[src/rtl/mux_sel_pkg.sv]
// Shared types for the registered 2:1 mux-select arbiter.
// States, source ids and SEL encodings.
package mux_sel_pkg;

  typedef enum logic [1:0] {
    IDLE,
    HOLD_A,
    HOLD_B
  } state_t;

  typedef enum logic {
    SRC_A,
    SRC_B
  } src_t;

  localparam logic SEL_A = 1'b0;
  localparam logic SEL_B = 1'b1;

endpackage

[src/rtl/mux_sel_arbiter_rr_pick2.sv]
// rr_pick2: combinational two-request chooser, one-hot grants.
// Ports: a_valid, b_valid, last, en in; gnt_a, gnt_b out.
// MUX_SEL_FIXED_PRIO_EN: A always wins contention (last ignored).
import mux_sel_pkg::*;

module rr_pick2 (
  input  logic a_valid,
  input  logic b_valid,
  input  src_t last,
  input  logic en,
  output logic gnt_a,
  output logic gnt_b
);

  logic a_first;

`ifdef MUX_SEL_FIXED_PRIO_EN
  logic unused_last;
  assign unused_last = (last == SRC_B);
  assign a_first     = 1'b1;
`else
  // Under contention the source that did not win last time goes.
  assign a_first = (last == SRC_B);
`endif

  always_comb begin
    gnt_a = 1'b0;
    gnt_b = 1'b0;
    if (en) begin
      if (a_valid && b_valid) begin
        gnt_a = a_first;
        gnt_b = !a_first;
      end else begin
        gnt_a = a_valid;
        gnt_b = b_valid;
      end
    end
  end

endmodule

[src/rtl/mux_sel_arbiter.sv]
// Registered arbiter feeding A, B and SEL of a 2:1 mux bank.
// Ports: CLK, RST, A/B valid-data-ready, A_Q, B_Q, SEL, OUT_VALID/READY, XFER_CNT.
// Build option MUX_SEL_FIXED_PRIO_EN selects fixed priority (in rr_pick2).
import mux_sel_pkg::*;

module mux_sel_arbiter #(
  parameter int WIDTH = 8,
  parameter int CNT_W = 8
) (
  input  logic             CLK,
  input  logic             RST,
  input  logic             A_VALID,
  input  logic [WIDTH-1:0] A_DATA,
  output logic             A_READY,
  input  logic             B_VALID,
  input  logic [WIDTH-1:0] B_DATA,
  output logic             B_READY,
  output logic [WIDTH-1:0] A_Q,
  output logic [WIDTH-1:0] B_Q,
  output logic             SEL,
  output logic             OUT_VALID,
  input  logic             OUT_READY,
  output logic [CNT_W-1:0] XFER_CNT
);

  localparam logic [CNT_W-1:0] CNT_MAX = '1;

  state_t           state;
  src_t             last;
  logic             out_valid;
  logic             sel;
  logic [WIDTH-1:0] a_q;
  logic [WIDTH-1:0] b_q;
  logic [CNT_W-1:0] cnt;

  logic load;
  logic gnt_a;
  logic gnt_b;

  // Slot frees when empty or when the held word leaves this cycle.
  assign load = (state == IDLE) || OUT_READY;

  rr_pick2 u_pick (
    .a_valid (A_VALID),
    .b_valid (B_VALID),
    .last    (last),
    .en      (load && !RST),
    .gnt_a   (gnt_a),
    .gnt_b   (gnt_b)
  );

  assign A_READY   = gnt_a;
  assign B_READY   = gnt_b;
  assign A_Q       = a_q;
  assign B_Q       = b_q;
  assign SEL       = sel;
  assign OUT_VALID = out_valid;
  assign XFER_CNT  = cnt;

  always_ff @(posedge CLK) begin
    if (RST) begin
      state     <= IDLE;
      last      <= SRC_B;
      out_valid <= 1'b0;
      sel       <= SEL_A;
      a_q       <= '0;
      b_q       <= '0;
      cnt       <= '0;
    end else begin
      if (out_valid && OUT_READY && cnt != CNT_MAX)
        cnt <= cnt + 1'b1;
      unique case (1'b1)
        gnt_a: begin
          a_q       <= A_DATA;
          sel       <= SEL_A;
          last      <= SRC_A;
          state     <= HOLD_A;
          out_valid <= 1'b1;
        end
        gnt_b: begin
          b_q       <= B_DATA;
          sel       <= SEL_B;
          last      <= SRC_B;
          state     <= HOLD_B;
          out_valid <= 1'b1;
        end
        default: begin
          // Free slot with nothing to take: go empty, keep SEL/data.
          if (load) begin
            state     <= IDLE;
            out_valid <= 1'b0;
          end
        end
      endcase
    end
  end

endmodule

[config.mk]
export PLATFORM = sky130hd
export DESIGN_NAME = mux_sel_arbiter
export DESIGN_NICKNAME = d
export VERILOG_FILES = /design/src/rtl/mux_sel_pkg.sv /design/src/rtl/mux_sel_arbiter_rr_pick2.sv /design/src/rtl/mux_sel_arbiter.sv
export SDC_FILE = /design/constraint.sdc
export NUM_CORES = 1
export LEC_CHECK = 0
export CORE_MARGIN = 2
export CORE_UTILIZATION = 41
export DETAILED_ROUTE_END_ITERATION = 6
export GPL_ROUTABILITY_DRIVEN = 0
export GPL_TIMING_DRIVEN = 0
export PLACE_DENSITY = 0.78
export SLEW_MARGIN = 20
export SYNTH_ARGS = -nofsm -noshare
export SYNTH_HDL_FRONTEND = slang
export SYNTH_SLANG_ARGS = --single-unit
[constraint.sdc]
create_clock -name CLK -period 2.2 [get_ports CLK]
set_input_delay 0.44 -clock CLK [delete_from_list [all_inputs] [get_ports CLK]]
set_output_delay 0.44 -clock CLK [all_outputs]
set_load 0.01 [all_outputs]
==> results.md <==
- Status: finished, final reports clean
- Antenna Cells: 0
- CTS tree: built
- Post-Route WL: approximately 2.9 mm
- Num CTS Buffers: 5
- Ys flop type: dfxtp_1
- Power Dens Cells: ~600 nW/um2
- Full die area: about 3200 um2
- Antenna violations before repair: 0
- Post-Syn Area per Cell: roughly 9.1 um2
- Max Clk Rate: approximately 460 MHz
- Final nets: 211
- Post-synthesis mux area share: under 10%
- Residual DRC: 0
- Largest area contributor in the netlist: dfxtp_1
- Setup violators final: 0
- Synth Area in Adders: under 10%
- Worst IR Drop VDD: between 500 and 600 uV
- Sw Pwr: 0.000287 W
- Wirelength per Cell: between 10 and 15 um
- Fin Setup TNS: 0 ns
- DP HPWL: roughly 2.1 mm
- Hold Worst Slack: around 0.39 ns
- Synth top area share: roughly half
- Power, Total: between 0.001 and 0.0015 W
- Critical Path Start Type: input pin
- Leakage: between 0.7 and 0.8 nW
- Skew final: ~0.013 ns
- Most frequent cell after synthesis: dfxtp_1
- Crit-path cells: clkdlybuf4s50_1, o21bai_4, and4_1, buf_6, clkdlybuf4s15_1
- First-pass GRT wire length: around 4.5 mm
- ANT nets after route: 0
- Worst-path clk slew: around 0.10 ns
- Synth top area cells: dfxtp_1 51%, mux2i_1 7.9%, nand2_1 7.2%
- Slew @ Worst Pin: roughly 0.48 ns
- Unrepaired setup endpoints after global routing: no
- Sequential share of power: between 50 and 60%
- Sequential share of the synthesized area: about half
- Worst hold path class: input pin to flop
- Overall routing resource usage: 18.2%
- Top cells by count, synth: 29 x dfxtp_1, 22 x nand2_1, 16 x nor2_1
- Synth Net Count: approximately 150
- Hold Path Origin: RST
- Number of cell rows: 19
- Max Slew Vio Count: 0
- Final core utilization: about two thirds
- Syn Inst Count: roughly 130
- Largest net degree at the start of global routing: 20
- Req. time, crit path: roughly 1.8 ns
- Slowest stage cell, crit path: clkdlybuf4s50_1
- Worst-Skew Late Latency: between 0.3 and 0.4 ns
- Fin cells: about 220
- Gr ovfl total: 0
- Post-Syn Area: between 1000 and 1500 um2
- Clock Sinks: 29
- Crit-path max FO: 6
- Clock Tree Buf Depth: 2
- Die W: between 50 and 60 um
- Drt first pass iters: 4
- Critical path capture point type: output pin
- Period Utilization, post-route: between 90 and 100%
- Hold-fix buffers, CTS: 0
- Clk pwr share: 28.7%
- Critical Path AT: around 1.7 ns
- Drt via density: between 4 and 5
- Area grow syn2layout: 58.8%
- DIE HEIGHT: roughly 57 um
- Synth Area in XOR/XNOR: under 10%
- CP Class: input pin to output pin
- Core area: ~2700 um2
- Synth Area in Compound Gates: ~14%
- Combinational Power Share: between 10% and 20%
- Placed insts: between 200 and 250
- Initial Util: 42.1%
- CP max stage delay: between 0.5 and 0.6 ns
- Async SR Flop Fraction: 0%
- # Max-Cap Violations: 0
- Ys Warns: 0
- Synth cell types: 28
- Largest delay share family, worst path: buffers and inverters
- CTS root buffer: clkbuf_4
- DR vias: between 1000 and 1500
- Final hold violation count: 0
- Sw Share: a little over a quarter
- Largest family of logic cells by synthesized area: simple AND/OR/NAND/NOR gates
- #FFs+latches synth: 29
- CP startpoint: OUT_READY
- P_int: slightly below 0.0008 W
- PortBufs: 47
- Final Critical Period: around 2.2 ns
- Reg2reg start: XFER_CNT[0]
- Vias in the first global route: between 1000 and 1500
- WP buf/inv: 3
- Share of layout cells above drive strength 1: between 10% and 20%
- Number of synthesized flops with an enable pin: 0
- Initial drt markers: 13
- H-tree lvl count: 2
- Max_slew headroom: between 60 and 70%
- Simple-gate area share of the yosys netlist: approximately a fifth
- IO Count: roughly 50
==> power groups by stage <==
| stage | combinational, W | sequential [W] | clock [W] |
|---|---|---|---|
| 5_1_grt | 0.000211 | 0.000577 | 0.000345 |
| 3_3_place_gp | 0.000169 | 0.000581 | 0 |
| 4_1_cts | 0.000180 | 0.000573 | 0.000319 |
| 3_5_place_dp | 0.000174 | 0.000583 | 0 |
| 6_report | 0.000197 | 0.000574 | 0.000310 |
| 2_1_floorplan | 0.0000613 | 0.000592 | 0 |
==> layout by cell type, fill, tap and decap left out, types with 2 or more instances in the layout <==
cell              n
clkdlybuf4s50_1  45
dfxtp_1          29
nand2_1          22
nor2_1           16
o21ai_0          10
buf_4            10
mux2i_1           9
inv_1             5
clkbuf_4          5
a21oi_1           4
xnor2_1           3
buf_6             2
clkbuf_1          2
a211oi_1          2
nand3_1           2
o31ai_1           2
or4_1             2
clkinv_2          2
==> repair_timing <==
action	CTS	global route
gates cloned	0	0
setup endpoints to repair	2	2
setup buffers	1	9
gates resized for setup	10	3
pin swaps	1	0
endpoints found under the hold margin	0	0
==> layout make-up <==
class / instances / area [um2]
Fill cell: 244 / 898
Sequential cell: 29 / 581
Multi-Input combinational cell: 86 / 543
Timing Repair Buffer: 57 / 541
Tap cell: 31 / 38.8
Clock buffer: 5 / 37.5
Buffer: 5 / 35.0
Inverter: 5 / 18.8
Clock inverter: 3 / 17.5
==> state kept, by name, summed over array words and instances, names as in the netlist <==
signal     flops
XFER_CNT       8
B_Q            8
last           1
state          2
A_Q            8
OUT_VALID      1
SEL            1
==> routing by layer <==
layer	GRT usage, %	part of all wire (%)
met3	8.53	9.8
met5	0	0
met4	5.98	1.1
met2	30.1	49
met1	20.8	40
==> cell families after synthesis <==
group / count (synthesis)
flops: 29
simple gates: 48
buf+inv: 11
xor+xnor: 4
compound gates: 24
mux: 9
fa+ha+maj: 1
==> stage by stage <==
stage / area (um2) / setup slack (ns)
after floorplan: 1140 / 0.553
after detailed placement: 1650 / -0.604
after global placement: 1650 / -0.577
after global routing: 1810 / 0.0100
after CTS: 1740 / 0.00860
final: 1810 / 0.0491
==> path summary, 6_finish.rpt <==
kind	slack (ns)	end	cells past startpoint
max reg2reg	0.51	XFER_CNT[5]	5
min	0.39	XFER_CNT[5]	2
min reg2reg	0.46	B_Q[6]	2
max	0.05	B_READY	5
(Power assumes the default switching activity.)
